--- src/rtl/oam_dma_pkg.sv ---
// Shared constants, state type and source-page mapping for the OAM DMA engine.
package oam_dma_pkg;

  localparam logic [15:0] DMA_REG_ADDR = 16'hFF46;
  localparam logic [15:0] OAM_BASE     = 16'hFE00;
  localparam int unsigned OAM_LEN      = 160;
  localparam logic [7:0]  ECHO_HI      = 8'hE0;

  typedef enum logic [1:0] {StIdle, StStart, StXfer, StDone} dma_state_t;

  // Pages 0xE0-0xFF alias work RAM 0x20 pages lower (echo mirror).
  function automatic logic [7:0] map_src_hi(input logic [7:0] hi);
    return (hi >= ECHO_HI) ? (hi - 8'h20) : hi;
  endfunction

endpackage

--- src/rtl/dma_phase_counter.sv ---
// Per-byte phase counter and byte index for the OAM copy, with terminal flags.
module dma_phase_counter
  import oam_dma_pkg::*;
#(
  parameter int unsigned CYCLES_PER_BYTE = 4
) (
  input  logic                               clk_i,
  input  logic                               reset_ni,
  input  logic                               clear_i,
  input  logic                               en_i,
  output logic [$clog2(CYCLES_PER_BYTE)-1:0] phase_o,
  output logic [7:0]                         idx_o,
  output logic                               last_phase_o,
  output logic                               last_byte_o
);

  localparam int unsigned PhW = $clog2(CYCLES_PER_BYTE);

  logic [PhW-1:0] phase_q, phase_d;
  logic [7:0]     idx_q, idx_d;

  assign last_phase_o = (phase_q == PhW'(CYCLES_PER_BYTE - 1));
  assign last_byte_o  = (idx_q == 8'(OAM_LEN - 1));
  assign phase_o      = phase_q;
  assign idx_o        = idx_q;

  // Next-state: clear wins; index advances on the last phase and never passes 159.
  always_comb begin
    phase_d = phase_q;
    idx_d   = idx_q;
    if (clear_i) begin
      phase_d = '0;
      idx_d   = '0;
    end else if (en_i) begin
      if (last_phase_o) begin
        phase_d = '0;
        idx_d   = last_byte_o ? 8'd0 : idx_q + 8'd1;
      end else begin
        phase_d = phase_q + 1'b1;
      end
    end
  end

  // Counter registers.
  always_ff @(posedge clk_i or negedge reset_ni) begin
    if (!reset_ni) begin
      phase_q <= '0;
      idx_q   <= '0;
    end else begin
      phase_q <= phase_d;
      idx_q   <= idx_d;
    end
  end

endmodule

--- src/rtl/oam_dma.sv ---
// OAM DMA engine: a write to 0xFF46 copies 160 bytes from page V into OAM 0xFE00-0xFE9F.
module oam_dma
  import oam_dma_pkg::*;
#(
  parameter int unsigned CYCLES_PER_BYTE = 4,
  parameter int unsigned START_DELAY     = 4
) (
  input  logic        clk_i,
  input  logic        reset_ni,
  input  logic [15:0] reg_addr_i,
  input  logic [7:0]  reg_wdata_i,
  input  logic        reg_we_i,
  input  logic        reg_re_i,
  output logic [7:0]  reg_rdata_o,
  output logic [15:0] m_addr_o,
  output logic        m_rd_o,
  input  logic [7:0]  m_rdata_i,
  output logic        m_wr_o,
  output logic [7:0]  m_wdata_o,
  output logic        dma_active_o,
  output logic        dma_done_o
);

  localparam int unsigned PhW  = $clog2(CYCLES_PER_BYTE);
  localparam int unsigned DlyW = $clog2(START_DELAY + 1);

  dma_state_t     state_q, state_d;
  logic [DlyW-1:0] cnt_q, cnt_d;
  logic [7:0]     src_hi_q, hold_q;
  logic [15:0]    m_addr_q;
  logic [PhW-1:0] phase;
  logic [7:0]     idx;
  logic           last_phase, last_byte, reg_hit_wr, in_xfer;

  assign reg_hit_wr = reg_we_i && (reg_addr_i == DMA_REG_ADDR);
  assign in_xfer    = (state_q == StXfer);

  dma_phase_counter #(
    .CYCLES_PER_BYTE(CYCLES_PER_BYTE)
  ) u_phase_counter (
    .clk_i       (clk_i),
    .reset_ni    (reset_ni),
    .clear_i     (reg_hit_wr),
    .en_i        (in_xfer),
    .phase_o     (phase),
    .idx_o       (idx),
    .last_phase_o(last_phase),
    .last_byte_o (last_byte)
  );

  // Next-state logic; a register write restarts from any state. The write cycle itself
  // is the first START_DELAY clock, so the first read lands START_DELAY clocks later.
  always_comb begin
    state_d = state_q;
    cnt_d   = cnt_q;
    unique case (state_q)
      StIdle:  state_d = StIdle;
      StStart: begin
        if (cnt_q == DlyW'(1)) state_d = StXfer;
        else                   cnt_d   = cnt_q - 1'b1;
      end
      StXfer:  if (last_phase && last_byte) state_d = StDone;
      StDone:  state_d = StIdle;
      default: state_d = StIdle;
    endcase
    if (reg_hit_wr) begin
      state_d = (START_DELAY > 1) ? StStart : StXfer;
      cnt_d   = DlyW'(START_DELAY - 1);
    end
  end

  // Bus-master strobes decoded from phase; address holds between strobes.
  always_comb begin
    m_rd_o    = 1'b0;
    m_wr_o    = 1'b0;
    m_wdata_o = 8'h00;
    m_addr_o  = m_addr_q;
    if (in_xfer) begin
      if (phase == PhW'(0)) begin
        m_rd_o   = 1'b1;
        m_addr_o = {map_src_hi(src_hi_q), idx};
      end else if (phase == PhW'(2)) begin
        m_wr_o    = 1'b1;
        m_addr_o  = OAM_BASE + {8'h00, idx};
        m_wdata_o = hold_q;
      end
    end
  end

  assign dma_active_o = (state_q == StStart) || in_xfer;
  assign dma_done_o   = (state_q == StDone);
  assign reg_rdata_o  = (reg_re_i && (reg_addr_i == DMA_REG_ADDR)) ? src_hi_q : 8'h00;

  // State, source page, holding byte and address registers.
  always_ff @(posedge clk_i or negedge reset_ni) begin
    if (!reset_ni) begin
      state_q  <= StIdle;
      cnt_q    <= '0;
      src_hi_q <= 8'h00;
      hold_q   <= 8'h00;
      m_addr_q <= 16'h0000;
    end else begin
      state_q  <= state_d;
      cnt_q    <= cnt_d;
      m_addr_q <= m_addr_o;
      if (reg_hit_wr)                      src_hi_q <= reg_wdata_i;
      if (in_xfer && (phase == PhW'(1)))   hold_q   <= m_rdata_i;
    end
  end

endmodule

--- config.mk ---
export PLATFORM = sky130hd
export DESIGN_NAME = oam_dma
export DESIGN_NICKNAME = d
export VERILOG_FILES = /design/src/rtl/oam_dma_pkg.sv /design/src/rtl/dma_phase_counter.sv /design/src/rtl/oam_dma.sv
export SDC_FILE = /design/constraint.sdc
export NUM_CORES = 1
export LEC_CHECK = 0
export ABC_CLOCK_PERIOD_IN_PS = 2400
export BUFFER_PORTS_ARGS = -buffer_cell sky130_fd_sc_hd__buf_4
export CORE_MARGIN = 3
export CORE_UTILIZATION = 49
export DETAILED_ROUTE_END_ITERATION = 8
export HOLD_SLACK_MARGIN = 0.02
export PLACE_DENSITY_LB_ADDON = 0.2
export SYNTH_ARGS = -nofsm -noshare
export SYNTH_HDL_FRONTEND = slang
export SYNTH_SLANG_ARGS = --single-unit
--- constraint.sdc ---
create_clock -name clk_i -period 2.4 [get_ports clk_i]
set_input_delay 0 -clock clk_i [delete_from_list [all_inputs] [get_ports clk_i]]
set_output_delay 0 -clock clk_i [all_outputs]
set_load 0.01 [all_outputs]
==> summary.md, run 1 <==
In this run the tightest slew margin relative to its limit is 61.6%. The number of antenna violations at the first check in global routing is 0, and the residual antenna-violating net count after detailed routing is 0. For the total die area, the log shows 5580 um2. The final standard cell utilization of the core is 71.6%.

After detailed routing, the average wire length per cell comes to 14.5 um. The filler cells instantiated in the layout total 341. For the largest buffer count on any clock path, the log shows 2. The logs give 203 for the cell count after synthesis and 4 for the number of search-and-repair iterations in the first detailed-routing pass. For this run, asynchronously set or reset flops after synthesis account for 100%.

The root buffer selected by CTS is sky130_fd_sc_hd__clkbuf_8. The horizontal die dimension is 74.7 um. The starting utilization of the core area was 52.1%.

Leaving out fill and tap cells, the most frequent cell in the layout is sky130_fd_sc_hd__buf_4. Global route total overflow: 0. In the final layout, flip-flops and latches occupy 1180 um2.

The overall fraction of global-route tracks in use was 19.3%. In the layout the commonest cells are sky130_fd_sc_hd__buf_4, sky130_fd_sc_hd__dfrtp_1, sky130_fd_sc_hd__dlygate4sd3_1. Dividing the detail-routed via count by the number of cells gives 5.31. The maximum fanout along the worst path was 10; the count of buffers inserted at the top-level ports was 71. The number of buffers inserted during clock tree synthesis came out at 5.

By area the synthesized netlist is led by sky130_fd_sc_hd__dfrtp_1, sky130_fd_sc_hd__mux2_2, sky130_fd_sc_hd__ha_1, sky130_fd_sc_hd__mux2_4, sky130_fd_sc_hd__and3_1. Power comes to 0.00290 W. In the final layout, the share of cells above drive strength 1 is 36.1%. Synthesis produced a netlist with a net count of 251. Number of max-slew violations in the final report: 0. Hold repair after CTS inserted 20 buffers. The count of buffers added by post-CTS timing repair for setup is 0, and the remaining routing DRC violations is 0.

STA classifies the critical path endpoint as an output port. Max-cap violations in this run came to 0. After layout, the minimum clock period comes to 2.16 ns. The signal on the critical path passes through inv_1 -> ha_1 -> nand2_1 -> nand2_1 -> buf_4 -> mux2_2 -> buf_4. VDD sags by at most 0.000608 V. Among all flip-flop cells after synthesis, the most frequent one is sky130_fd_sc_hd__dfrtp_1. The logs give 8.23 mm for the first-pass GRT wire length and 3.60 mm for the final HPWL from detailed placement. The critical path contains buffers and inverters numbering 3 combined. The floorplan has 24 rows. For the largest net degree at the start of global routing, the log shows 48.

Summing all placed instances gives a cell area of 2900 um2. Dividing the final minimum period by the clock period gives 89.9%. After detailed routing, the total wire length is 5.07 mm.

Cell taking the most area after synthesis: sky130_fd_sc_hd__dfrtp_1. CTS built an H-tree with a depth of 2. The hold violation count in the final report is 0, and the leakage power total is 1.58 nW. The power per cell area was 911 nW/um2. The later pin in the worst-skew pair is clocked with a latency of 0.30 ns.

The number of enable-type register cells in the synthesized netlist is 0. The number of distinct library cells after synthesis was 40; the final setup TNS was 0 ns. The clock arrives with 0.00664 ns of skew. The number of warnings issued by yosys is 0. The category of the worst setup path launch point is a flip-flop. In this run the biggest area consumer among cell types represents 50.8% of the synthesized area. The slowest stage of the critical path belongs to the cell sky130_fd_sc_hd__dfrtp_1. With fillers left out, the area of the finished cells amounts to 3180 um2. The weighted congestion at the end of routability-driven global placement was 0.812; the highest clock rate was 464 MHz.

Dominant delay contributor by cell family on the critical path: buffers and inverters. For the worst setup path, the data required time is 2.40 ns. The die is 74.7 um tall. Sequential cells were found to cover 50.8% of the synthesized design area.

The synthesized netlist occupies a cell area of 2310 um2. Average footprint of a synthesized cell: 11.4 um2. The total area inside the core boundary comes to 4440 um2. The critical path in this run is classified as reg -> out.

TritonCTS built the clock tree. The flow ran to the end, and the final reports show no timing, DRC or antenna violations. STA puts the critical path data arrival time at 2.16 ns. The count of endpoints failing setup in the final report was 0; the largest stage delay on the critical path was 0.42 ns. The run gives 47 as the number of sinks on the clock net. Across all hold checks on the routed design, the worst slack comes to 0.242 ns. Pin placement for this block handled 72 I/O pins. After synthesis the netlist holds a flip-flop and latch count of 47. The via count of the first global-routing pass came out at 1,861. The area taken by multi-input logic gates was 1040 um2. The kind of path behind the tightest hold check is in -> async. Total via count in the routed design: 1,864. For the pin with the worst max-slew slack, the measured transition is 0.575 ns. The clock slew seen by the registers of the worst setup and hold paths was 0.08 ns; the synthesis-to-layout area growth was 37.5%.

The repair_antennas step left the layout with diodes totalling 0. Setup repair after global routing left no endpoint under its margin. In the final design database the tool counted 347 nets. The logs give 0 for the number of gates resized after cts and 82 for the initial DRC count.
metrics by stage:
| step | std cells | setup slack [ns] |
|---|---|---|
| after global placement | 324 | 0.597 |
| after global routing | 351 | 0.0609 |
| after CTS | 351 | 0.223 |
| after detailed placement | 324 | 0.540 |
| final | 351 | 0.243 |
| after floorplan | 203 | 0.494 |
synthesized netlist by cell type (3+ instances only):
cell and instances:
sky130_fd_sc_hd__a21oi_1 8, sky130_fd_sc_hd__and2_1 8, sky130_fd_sc_hd__and3_1 9, sky130_fd_sc_hd__dfrtp_1 47, sky130_fd_sc_hd__ha_1 12, sky130_fd_sc_hd__inv_1 13, sky130_fd_sc_hd__mux2_2 18, sky130_fd_sc_hd__mux2_4 4
sky130_fd_sc_hd__nand2_1 12, sky130_fd_sc_hd__nand3_1 9, sky130_fd_sc_hd__nand4_1 4, sky130_fd_sc_hd__nor2_1 15, sky130_fd_sc_hd__o21ai_0 5, sky130_fd_sc_hd__o22a_1 5, sky130_fd_sc_hd__xnor2_1 3
cells by family after synthesis:
group | synth area share (%)
compound gates | 8.60
xor+xnor | 1.89
fa+ha+maj | 6.49
buf+inv | 4.00
flops | 50.8
mux | 12.2
simple gates | 16.0
worst paths after layout:
check / from / endpoint / slack, ns / depth (start not counted)
setup / recovery: state_q[0]$_DFFE_PN0P_ / m_addr_o[6] / 0.24 / 7
hold reg to reg: m_addr_q[14]$_DFF_PN0_ / m_addr_q[14]$_DFF_PN0_ / 0.49 / 1
max in group asynchronous: reset_ni / state_q[1]$_DFFE_PN0P_ / 1.77 / 2
hold / removal: reset_ni / src_hi_q[0]$_DFFE_PN0P_ / 0.24 / 2
setup reg to reg: state_q[0]$_DFFE_PN0P_ / u_phase_counter.idx_o[7]$_DFFE_PN0P_ / 0.54 / 5
min in group clk_i: reg_addr_i[7] / cnt_q[0]$_DFFE_PN0P_ / 0.26 / 6
where the power goes:
| part | switching (W) | internal (W) |
|---|---|---|
| clock network | 0.000257 | 0.000199 |
| logic | 0.000597 | 0.000648 |
| registers | 0.000164 | 0.00103 |
final cells by class:
cell class	instances	area share (%)
clock buffer	5	2.16
timing repair buffer	95	24.0
multi-input combinational	137	32.8
clock inverter	2	0.433
tap	52	2.05
sequential	47	37.0
inverter	13	1.53
per-layer routing:
metal  vias up  wire [um]  part of all wire (%)  global-route usage [%]
met3         4        249                   4.9                    4.41
met5         -          0                     0                       0
met1       913       2110                    42                    23.4
li1        901          -                     -                       -
met4         0         42                  0.83                    6.32
met2        46       2670                    53                    33.9
state kept, by name, indices dropped and copies added (netlist names):
| register | flops |
|---|---|
| hold_q | 8 |
| state_q | 2 |
| u_phase_counter.idx_o | 8 |
| u_phase_counter.phase_o | 2 |
| cnt_q | 3 |
| src_hi_q | 8 |
| m_addr_q | 16 |
(Power assumes the default switching activity.)
==> inputs of run 2 (changes only) <==
--- a/config.mk
+++ b/config.mk
@@ -7,10 +7,10 @@
 export LEC_CHECK = 0
 export ABC_CLOCK_PERIOD_IN_PS = 2400
 export BUFFER_PORTS_ARGS = -buffer_cell sky130_fd_sc_hd__buf_4
-export CORE_MARGIN = 3
 export CORE_UTILIZATION = 49
 export DETAILED_ROUTE_END_ITERATION = 8
 export HOLD_SLACK_MARGIN = 0.02
+export MAX_ROUTING_LAYER = met4
 export PLACE_DENSITY_LB_ADDON = 0.2
 export SYNTH_ARGS = -nofsm -noshare
 export SYNTH_HDL_FRONTEND = slang
==> summary.md, run 2 (synthesis gave the netlist of run 1 again) <==
The tools report the largest buffer count on any clock path as 2 (unchanged). The critical path is of the reg -> out type. Number of antenna violations at the first check in global routing: 0 (unchanged). The mean routed wirelength per cell is 14.0 um (-2.9%), and the number of cells in the design after placement is 324 (unchanged). TritonCTS built the clock tree. The signal on the critical path passes through inv_1 -> ha_1 -> nand2_1 -> nand2_1 -> buf_4 -> nor2_1 -> nor2_1 -> buf_4. The logs give 0 (unchanged) for the residual antenna-violating net count after detailed routing and 4440 um2 (unchanged) for the core area.

The initial DRC count is 86 (+4.9%), and the arrival time of data at the critical path endpoint is 2.11 ns (-0.05 ns). The tools report the number of gates resized after cts as 0 (unchanged). The run finished, with violations left. Setup repair after global routing left no endpoint under its margin. In this run the worst hold path is classified as in -> async. The clock slew seen by the registers of the worst setup and hold paths was 0.08 ns (about the same). The buffering stage count on the worst path with inverters included was 3 (unchanged). The checks that failed: DRC.

The tools report the relative slew slack as 62.1% (+0.46 points). The most common cell after layout, fill and taps aside is sky130_fd_sc_hd__buf_4. For the global route total overflow, the log shows 0 (unchanged).

The final critical delay including setup and external delays came out at 2.11 ns (-0.0443 ns). The die extent in y was 70.7 um (-5.4%). The number of nets in the finished design is 347 (unchanged). The count of buffers inserted at the top-level ports is 71 (unchanged), and the power per cell area is 927 nW/um2 (+1.8%). The run gives 0.764 (-6.0%) as the weighted congestion at the end of routability-driven global placement.

The leakage power total came out at 1.59 nW (+0.45%). The starting utilization of the core area was 52.1% (unchanged). The tree is rooted in a sky130_fd_sc_hd__clkbuf_8. The highest clock rate is 473 MHz (+2.1%).

Relative to the synthesized area, the layout overhead comes to 38.3%. In this design, the largest share of critical-path delay is due to simple AND/OR/NAND/NOR gates. The via count of the first global-routing pass was 1,898 (+2.0%); the largest net degree at the start of global routing was 48 (unchanged).

The maximum fanout along the worst path came out at 9 (-1). Number of H-tree levels: 2 (unchanged). The final HPWL from detailed placement is 3.43 mm (-4.8%). The count of endpoints failing setup in the final report is 0 (unchanged).

The number of buffers inserted during clock tree synthesis is 5 (unchanged), and the measured slew at the worst slew-check pin is 0.569 ns (-0.00684 ns). The number of search-and-repair iterations in the first detailed-routing pass was 6 (+2). The number of sinks on the clock net was 47 (unchanged); the remaining routing DRC violations was 14 (+14). In the layout the commonest cells are sky130_fd_sc_hd__buf_4, sky130_fd_sc_hd__dfrtp_1, sky130_fd_sc_hd__dlygate4sd3_1. The wire length reported by the detailed router came out at 4.92 mm (-2.9%).

The logs give 0.000757 V (+24%) for the peak supply drop and 72 (unchanged) for the number of I/O pins. The tools report the number of standard-cell rows in the floorplan as 24 (unchanged). The reg2reg setup slack came out at 0.61 ns (+0.07 ns). The hold violation count in the final report is 0 (unchanged), and the worst-case clock skew is 0.00851 ns (+0.00187 ns). The tools report the category of the worst setup path launch point as a flip-flop. The proportion of layout cells with a drive suffix above 1 was 35.8% (-0.33 points).

The tools report the total die area as 5000 um2 (-10%). Count of inserted antenna diode cells: 0 (unchanged). The largest stage delay on the critical path was 0.42 ns (about the same); the number of max-cap violations was 0 (unchanged). The ratio of routed vias to standard cells works out to 5.32 (+0.21%).

The fraction of the cycle the final worst path needs works out to 88.0% (-1.8 points). The number of max-slew violations in the final report was 0 (unchanged). The horizontal die dimension was 70.7 um (-5.4%); the total via count in the routed design was 1,868 (+0.21%). The tools report the latest clock arrival within the worst-skew pair as 0.29 ns (about the same). The final setup TNS was 0 ns (unchanged). The flip-flop count of the largest register, all copies and words added was 16 (unchanged); the first-pass GRT wire length was 8.37 mm (+1.7%). The count of placed standard cells in the final layout, fillers left out is 351 (unchanged), and the overall fraction of global-route tracks in use is 21.6% (+2.3 points). Ranked by flip-flop count, first place goes to m_addr_q. Required time at the endpoint of the critical path: 2.40 ns (about the same). For this design, the slowest cell found on the critical path is sky130_fd_sc_hd__dfrtp_1. The nature of the critical path endpoint is an output port.
==> run 2: cell count changes in the layout (fill, tap and decap cells not counted) <==
cell and delta:
sky130_fd_sc_hd__bufinv_16 +1, sky130_fd_sc_hd__clkbuf_1 +1, sky130_fd_sc_hd__clkinv_4 -1, sky130_fd_sc_hd__clkinv_2 -1
==> run 2: what timing repair did <==
| item | CTS | global route |
|---|---|---|
| setup buffers | 0 | 0 |
| endpoints found under the hold margin | 65 | 0 |
| hold buffers | 20 | 0 |
==> run 2: final timing paths <==
path / startpoint / endpoint / depth (start not counted)
worst max-delay path: state_q[0]$_DFFE_PN0P_ / m_addr_o[13] / 8
worst min-delay path: reset_ni / src_hi_q[0]$_DFFE_PN0P_ / 2
worst max register to register: state_q[0]$_DFFE_PN0P_ / u_phase_counter.idx_o[3]$_DFFE_PN0P_ / 6
worst min register to register: m_addr_q[11]$_DFF_PN0_ / m_addr_q[11]$_DFF_PN0_ / 1
max in group asynchronous: reset_ni / state_q[1]$_DFFE_PN0P_ / 2
min in group clk_i: reg_addr_i[7] / cnt_q[0]$_DFFE_PN0P_ / 6
==> run 2: routing by layer <==
metal | GRT usage (%) | wire [um] | vias up
met3 | 4.84 | 262 | 7
met2 | 38.2 | 2510 | 52
met4 | 4.22 | 42 | 0
met1 | 25.4 | 2110 | 913
li1 | - | - | 896
met5 | - | 0 | -
==> run 2: through the flow <==
step                worst slack (ns)  util, %  power, W  hold WS (ns)  cell area, um2
floorplan                      0.494        -   0.00192        -0.296            2310
global placement               0.598     65.2   0.00238        0.0381            2900
detailed placement             0.558     65.2   0.00241        0.0405            2900
CTS                            0.261     72.0   0.00300         0.264            3200
global route                  0.0755     72.0   0.00318         0.307            3200
finish                         0.287     72.0   0.00297         0.239            3200
==> run 2: layout make-up <==
type	count	area [um2]
well taps	52	65.1
fillers	345	1240
clock buffers	6	72.6
multi-input cells	137	1040
flip-flops and latches	47	1180
clock inverters	1	30.0
repair buffers	95	763
inverters	13	48.8
==> run 2: power breakdown <==
part | leakage, nW | total, W | switching, W | internal (W)
clock network | 0.0513 | 0.000543 | 0.000238 | 0.000305
logic | 0.959 | 0.00124 | 0.000591 | 0.000647
registers | 0.579 | 0.00119 | 0.000155 | 0.00103
==> run 2: worst reg2reg max path, delay by kind of cell, from the launching register on <==
kind / cells / cell delay (ns)
buffers and inverters: 2 / 0.29
flip-flops: 1 / 0.42
AO/OA/AOI/OAI: 1 / 0.13
AND/OR/NAND/NOR: 2 / 0.60
adder cells (fa/ha/maj): 1 / 0.28
